<file path="config.mk">
export PLATFORM = sky130hd
export DESIGN_NAME = rfphoenix_mem_resp_queue
export DESIGN_NICKNAME = d
export VERILOG_FILES = /design/src/rtl/rfphoenix_mem_resp_queue_pkg.sv /design/src/rtl/rfphoenix_mem_resp_bitmap.sv /design/src/rtl/rfphoenix_mem_resp_queue.sv
export SDC_FILE = /design/constraint.sdc
export NUM_CORES = 2
export LEC_CHECK = 0
export BUFFER_PORTS_ARGS = -buffer_cell sky130_fd_sc_hd__buf_2
export CAP_MARGIN = 20
export CORE_AREA = 2 2 309 372
export DETAILED_ROUTE_END_ITERATION = 7
export DIE_AREA = 0 0 311 374
export GPL_TIMING_DRIVEN = 0
export SETUP_SLACK_MARGIN = 0.05
export SLEW_MARGIN = 30
export SYNTH_ARGS = -nofsm -noshare
export SYNTH_HDL_FRONTEND = slang
export SYNTH_SLANG_ARGS = --single-unit
</file>
<file path="constraint.sdc">
create_clock -name clk -period 7.2 [get_ports clk]
set_clock_uncertainty 0.1 [all_clocks]
set_input_delay 1.44 -clock clk [delete_from_list [all_inputs] [get_ports clk]]
set_output_delay 1.44 -clock clk [all_outputs]
set_load 0.01 [all_outputs]
</file>
<file path="src/rtl/rfphoenix_mem_resp_queue_pkg.sv">
// Shared types for the rfPhoenix memory-response path: the response record and
// the thread/register widths used to index the pending-target bitmaps.
package rfPhoenixPkg;

  localparam int NTHREADS = 4;
  localparam int THR_W    = (NTHREADS > 1) ? $clog2(NTHREADS) : 1;
  localparam int TGT_W    = 7;
  localparam int DATA_W   = 32;

  typedef struct packed {
    logic [DATA_W-1:0] data;
    logic [TGT_W-1:0]  tgt;
    logic [THR_W-1:0]  thread;
  } MemoryArg_t;

endpackage

</file>
<file path="src/rtl/rfphoenix_mem_resp_bitmap.sv">
// Per-thread pending-target bitmaps: set on enqueue, clear on consume,
// with a thread rollback wiping that thread's whole row.
module rfphoenix_mem_resp_bitmap
  import rfPhoenixPkg::*;
#(
  parameter int NTHREADS = rfPhoenixPkg::NTHREADS,
  parameter int NREGS    = 128
) (
  input  logic                               clk,
  input  logic                               rst,
  input  logic                               set_en,
  input  logic [THR_W-1:0]                   set_thr,
  input  logic [TGT_W-1:0]                   set_tgt,
  input  logic                               clr_en,
  input  logic [THR_W-1:0]                   clr_thr,
  input  logic [TGT_W-1:0]                   clr_tgt,
  input  logic [NTHREADS-1:0]                rollback,
  output logic [NTHREADS-1:0][NREGS-1:0]     bitmaps
);

  logic [NTHREADS-1:0][NREGS-1:0] bm_q, bm_d;

  // Clear first so a same-bit set wins; rollback last so it overrides both.
  always_comb begin
    bm_d = bm_q;
    if (clr_en) bm_d[clr_thr][clr_tgt] = 1'b0;
    if (set_en) bm_d[set_thr][set_tgt] = 1'b1;
    for (int t = 0; t < NTHREADS; t++)
      if (rollback[t]) bm_d[t] = '0;
  end

  always_ff @(posedge clk) begin
    if (rst) bm_q <= '0;
    else     bm_q <= bm_d;
  end

  assign bitmaps = bm_q;

endmodule

</file>
<file path="src/rtl/rfphoenix_mem_resp_queue.sv">
// In-order memory-response queue with per-thread squash; squashed entries are
// dropped at the head one per cycle without consumer involvement.
module rfphoenix_mem_resp_queue
  import rfPhoenixPkg::*;
#(
  parameter int DEP       = 16,
  parameter int NTHREADS  = rfPhoenixPkg::NTHREADS,
  parameter int NREGS     = 128,
  parameter int AF_MARGIN = 2
) (
  input  logic                           clk,
  input  logic                           rst,
  input  logic                           wr,
  input  MemoryArg_t                     di,
  input  logic                           rd,
  output MemoryArg_t                     dout,
  output logic                           v,
  output logic [$clog2(DEP):0]           cnt,
  output logic                           full,
  output logic                           almost_full,
  output logic                           empty,
  output logic                           overflow,
  input  logic [NTHREADS-1:0]            rollback,
  output logic [NTHREADS-1:0]            thread_busy,
  output logic [NTHREADS-1:0][NREGS-1:0] rollback_bitmaps
);

  localparam int PW = $clog2(DEP);
  localparam int CW = PW + 1;

  MemoryArg_t       mem [DEP];
  logic [PW-1:0]    head_q, head_d, tail_q, tail_d;
  logic [CW-1:0]    cnt_q, cnt_d;
  logic             ovf_q, ovf_d;
  logic [DEP-1:0]   live_q, live_d;
  logic [THR_W-1:0] thr_q [DEP];
  logic [THR_W-1:0] thr_d [DEP];

  logic is_live, is_dead, rd_acc, pop, wr_acc;

  assign full        = (cnt_q == CW'(DEP));
  assign empty       = (cnt_q == '0);
  assign almost_full = (cnt_q >= CW'(DEP - AF_MARGIN));
  assign cnt         = cnt_q;
  assign overflow    = ovf_q;

  always_comb begin
    is_live = live_q[head_q] & ~empty;
    is_dead = ~live_q[head_q] & ~empty;
    rd_acc  = rd & is_live;
    pop     = rd_acc | is_dead;
    wr_acc  = wr & ~full & ~rollback[di.thread];
    head_d  = head_q + PW'(pop);
    tail_d  = tail_q + PW'(wr_acc);
    cnt_d   = cnt_q + CW'(wr_acc) - CW'(pop);
    ovf_d   = wr & full;
    // Live bits are cleared on pop so that live alone implies the slot is occupied.
    for (int i = 0; i < DEP; i++) begin
      live_d[i] = live_q[i] & ~rollback[thr_q[i]];
      thr_d[i]  = thr_q[i];
    end
    if (pop) live_d[head_q] = 1'b0;
    if (wr_acc) begin
      live_d[tail_q] = 1'b1;
      thr_d[tail_q]  = di.thread;
    end
  end

  always_ff @(posedge clk) begin
    if (rst) begin
      head_q <= '0;
      tail_q <= '0;
      cnt_q  <= '0;
      ovf_q  <= 1'b0;
      live_q <= '0;
      for (int i = 0; i < DEP; i++) thr_q[i] <= '0;
    end else begin
      head_q <= head_d;
      tail_q <= tail_d;
      cnt_q  <= cnt_d;
      ovf_q  <= ovf_d;
      live_q <= live_d;
      for (int i = 0; i < DEP; i++) thr_q[i] <= thr_d[i];
    end
  end

  // Payload storage has no reset so it maps onto distributed RAM.
  always_ff @(posedge clk) begin
    if (!rst && wr_acc) mem[tail_q] <= di;
  end

  assign v    = is_live;
  assign dout = is_live ? mem[head_q] : '0;

  always_comb begin
    thread_busy = '0;
    for (int t = 0; t < NTHREADS; t++)
      for (int i = 0; i < DEP; i++)
        if (live_q[i] && (thr_q[i] == THR_W'(t))) thread_busy[t] = 1'b1;
  end

  rfphoenix_mem_resp_bitmap #(
    .NTHREADS (NTHREADS),
    .NREGS    (NREGS)
  ) u_bitmap (
    .clk      (clk),
    .rst      (rst),
    .set_en   (wr_acc),
    .set_thr  (di.thread),
    .set_tgt  (di.tgt),
    .clr_en   (rd_acc),
    .clr_thr  (dout.thread),
    .clr_tgt  (dout.tgt),
    .rollback (rollback),
    .bitmaps  (rollback_bitmaps)
  );

endmodule
</file>
==> impl_metrics.json <==
{
  "wl_per_cell_um": 31.9,
  "cts_buffers": 131,
  "drv_cap": 0,
  "fin_crit_ns": 6.28,
  "syn_inst": 4202,
  "syn_nets": 4265,
  "end_kind": "output port",
  "syn_avg_cell_area_um2": 12.0,
  "max_slew_margin_pct": 24.7,
  "syn_area_um2": 50500,
  "synth_edf_count": 656,
  "critical_path.max_fanout": 10,
  "cts_resized": 0,
  "start_util_pct": 44.9,
  "cts_root_buf": "clkbuf_16",
  "fin_area_um2": 61300,
  "antenna_found_initial": 31,
  "post-route-period-util_pct": 87.2,
  "fill_cells": 9801,
  "routed_via_density": 6.39,
  "worstPathArrival_ns": 4.74,
  "clock-sinks": 1230,
  "hold_buffers": 0,
  "syn_to_final_growth_pct": 21.4,
  "cts_tree": "built",
  "vias": 42291,
  "p_per_area_nw_per_um2": 295,
  "fp.coreArea_um2": 112000,
  "postCtsSetupRepairBufs": 0,
  "yosysTopAreaCell": "edfxtp_1",
  "synth_top_area_share_pct": 39.0,
  "drive_above_1_share_pct": 24.8,
  "fp.dieH_um": 374,
  "max_freq_mhz": 159,
  "num_io_pins": 616,
  "clock_latency_ns": 0.79,
  "seqPwrFrac_pct": 41.2,
  "timing.setup.tns_ns": 0,
  "clkSlewWorstSetupHoldPaths_ns": 0.06,
  "worstMarginPinSlew_ns": 1.13,
  "async_flop_share_pct": 0,
  "path_class": "reg -> out",
  "finalWirelength_um": 211000,
  "die-area_um2": 116000,
  "post-route-util_pct": 54.5,
  "port-buffer-count": 614,
  "finalHoldViolations": 0,
  "ant_nets": 0,
  "fin_ws_ns": 0.920,
  "first_pass_iters": 8,
  "fin_nets": 5064,
  "power.share.clock_pct": 38.2,
  "grt_pass1_wl_um": 295000,
  "drt-initial-drc-count": 5963,
  "grt-ovfl-total": 0,
  "power_uw": 18100,
  "status": "completed",
  "dpl_cell_area_um2": 56900,
  "peakVddDrop_v": 0.000287,
  "ys_ff_latch": 1230,
  "switching_share_pct": 30.1,
  "ys.flop_type": "edfxtp_1",
  "cp-start-kind": "flop",
  "crit_chain": "buf_6 -> buf_6 -> buf_4 -> buf_4 -> clkbuf_1 -> buf_1 -> mux4_2 -> mux4_2 -> and2_1 -> buf_2",
  "die_w_um": 311,
  "track_usage_pct": 35.4,
  "critPathBufInv": 7,
  "gp_congestion": 0.999,
  "slew_viol_final": 0,
  "post-place-ws_ns": 1.19,
  "rsz0062_at_grt": "false",
  "p_int_uw": 12700,
  "rows": 135,
  "slowest_stage": "buf_1",
  "grt_max_degree": 25,
  "final_common_cell": "buf_2",
  "slowest_delay_ns": 0.81,
  "yosysUniqueCellTypes": 73,
  "clockBufferDepth": 3,
  "cts_max_level": 4,
  "yosysWarnings": 0,
  "p_switching_uw": 5460,
  "layout_common_cells": "buf_2, edfxtp_1, dfxtp_1, nor2_1, a21oi_1",
  "setup_violations": 0,
  "grt_pass1_vias": 39581,
  "synth_area_leaders": "edfxtp_1, dfxtp_1, mux4_2, nor2_1, a21oi_1",
  "comb_power_share_pct": 20.6,
  "hold_class": "reg -> reg",
  "drc": 0,
  "synth_seq_area_share_pct": 61.8,
  "hpwl_um": 154000,
  "crit_family": "buffers and inverters",
  "p_leak_uw": 0.0217,
  "crit_required_ns": 5.66
}
[tightest hold or removal path: stages, from the launching register on]
cell and delay, ns:
dfxtp_1 0.30, nand2_1 0.05, o22ai_1 0.06
[layer usage]
| metal | routed length, um | GRT usage, % | share of wire (%) |
|---|---|---|---|
| met4 | 17900 | 24.7 | 8.5 |
| met3 | 22400 | 9.66 | 11 |
| met1 | 73300 | 41.6 | 35 |
| met5 | 295 | 0 | 0.14 |
| met2 | 97100 | 56.3 | 46 |
[synth_stat cells (20+ instances only)]
cell,number
a21oi_1,348
a22oi_1,79
a31oi_1,199
and2_1,36
buf_1,33
buf_2,82
clkbuf_1,239
dfxtp_1,574
edfxtp_1,656
mux2i_1,26
mux4_2,212
nand2_1,307
nand3_1,34
nand4_1,23
nor2_1,481
nor3_1,102
nor4_1,118
o21ai_0,189
o21ai_1,20
o22ai_1,99
o311ai_0,100
[power by group through the flow]
stage | clock [uW] | combinational (uW) | sequential (uW)
floorplan | 0 | 2350 | 7610
global placement | 0 | 3600 | 7610
detailed placement | 0 | 3660 | 7610
CTS | 6950 | 3670 | 7460
global route | 7200 | 3920 | 7460
finish | 6910 | 3740 | 7460
[stage by stage]
step                      hold WS [ns]  std cells
after floorplan                  0.380       4202
after global placement           0.353       6323
after detailed placement         0.356       6374
after CTS                        0.365       6609
after global routing             0.382       6612
final                            0.370       6618
[logic make-up (layout without fill, tap and decap cells)]
family	after synthesis	after routing	share of synthesized area [%]
flip-flops	1230	1230	61.8
AND/OR/NAND/NOR	1228	1228	11.3
AO/OA/AOI/OAI	1089	1089	13.1
buffers and inverters	394	1295	3.34
multiplexers	240	240	10.0
adder cells (fa/ha/maj)	14	14	0.362
XOR/XNOR	7	7	0.121
other	0	8	0
[worst paths after layout]
| check | slack (ns) | from | cells after the start | to |
|---|---|---|---|---|
| setup / recovery | 0.92 | head_q[1]$_SDFF_PP0_ | 10 | dout[27] |
| hold / removal | 0.37 | u_bitmap.bitmaps[366]$_SDFF_PP0_ | 2 | u_bitmap.bitmaps[366]$_SDFF_PP0_ |
| setup reg to reg | 2.63 | cnt[2]$_SDFF_PP0_ | 10 | u_bitmap.bitmaps[395]$_SDFF_PP0_ |
| hold reg to reg | 0.37 | u_bitmap.bitmaps[366]$_SDFF_PP0_ | 2 | u_bitmap.bitmaps[366]$_SDFF_PP0_ |
[registers in the layout, summed over array words and instances (netlist names)]
signal,cells
mem,656
u_bitmap.bitmaps,512
thr_q,32
live_q,16
cnt,5
head_q,4
tail_q,4
overflow,1
[layout make-up]
cell class	instances	area, um2	share of cell area, %
clock inverter	56	649	1.06
tap	1507	1890	3.07
multi-input combinational	2578	17800	29.0
timing repair buffer	666	4340	7.08
antenna	8	20.0	0.0326
clock buffer	179	3720	6.07
buffer	373	1630	2.65
sequential	1230	31200	50.9
inverter	21	78.8	0.129
No activity file was read; power rests on OpenSTA's default activity.
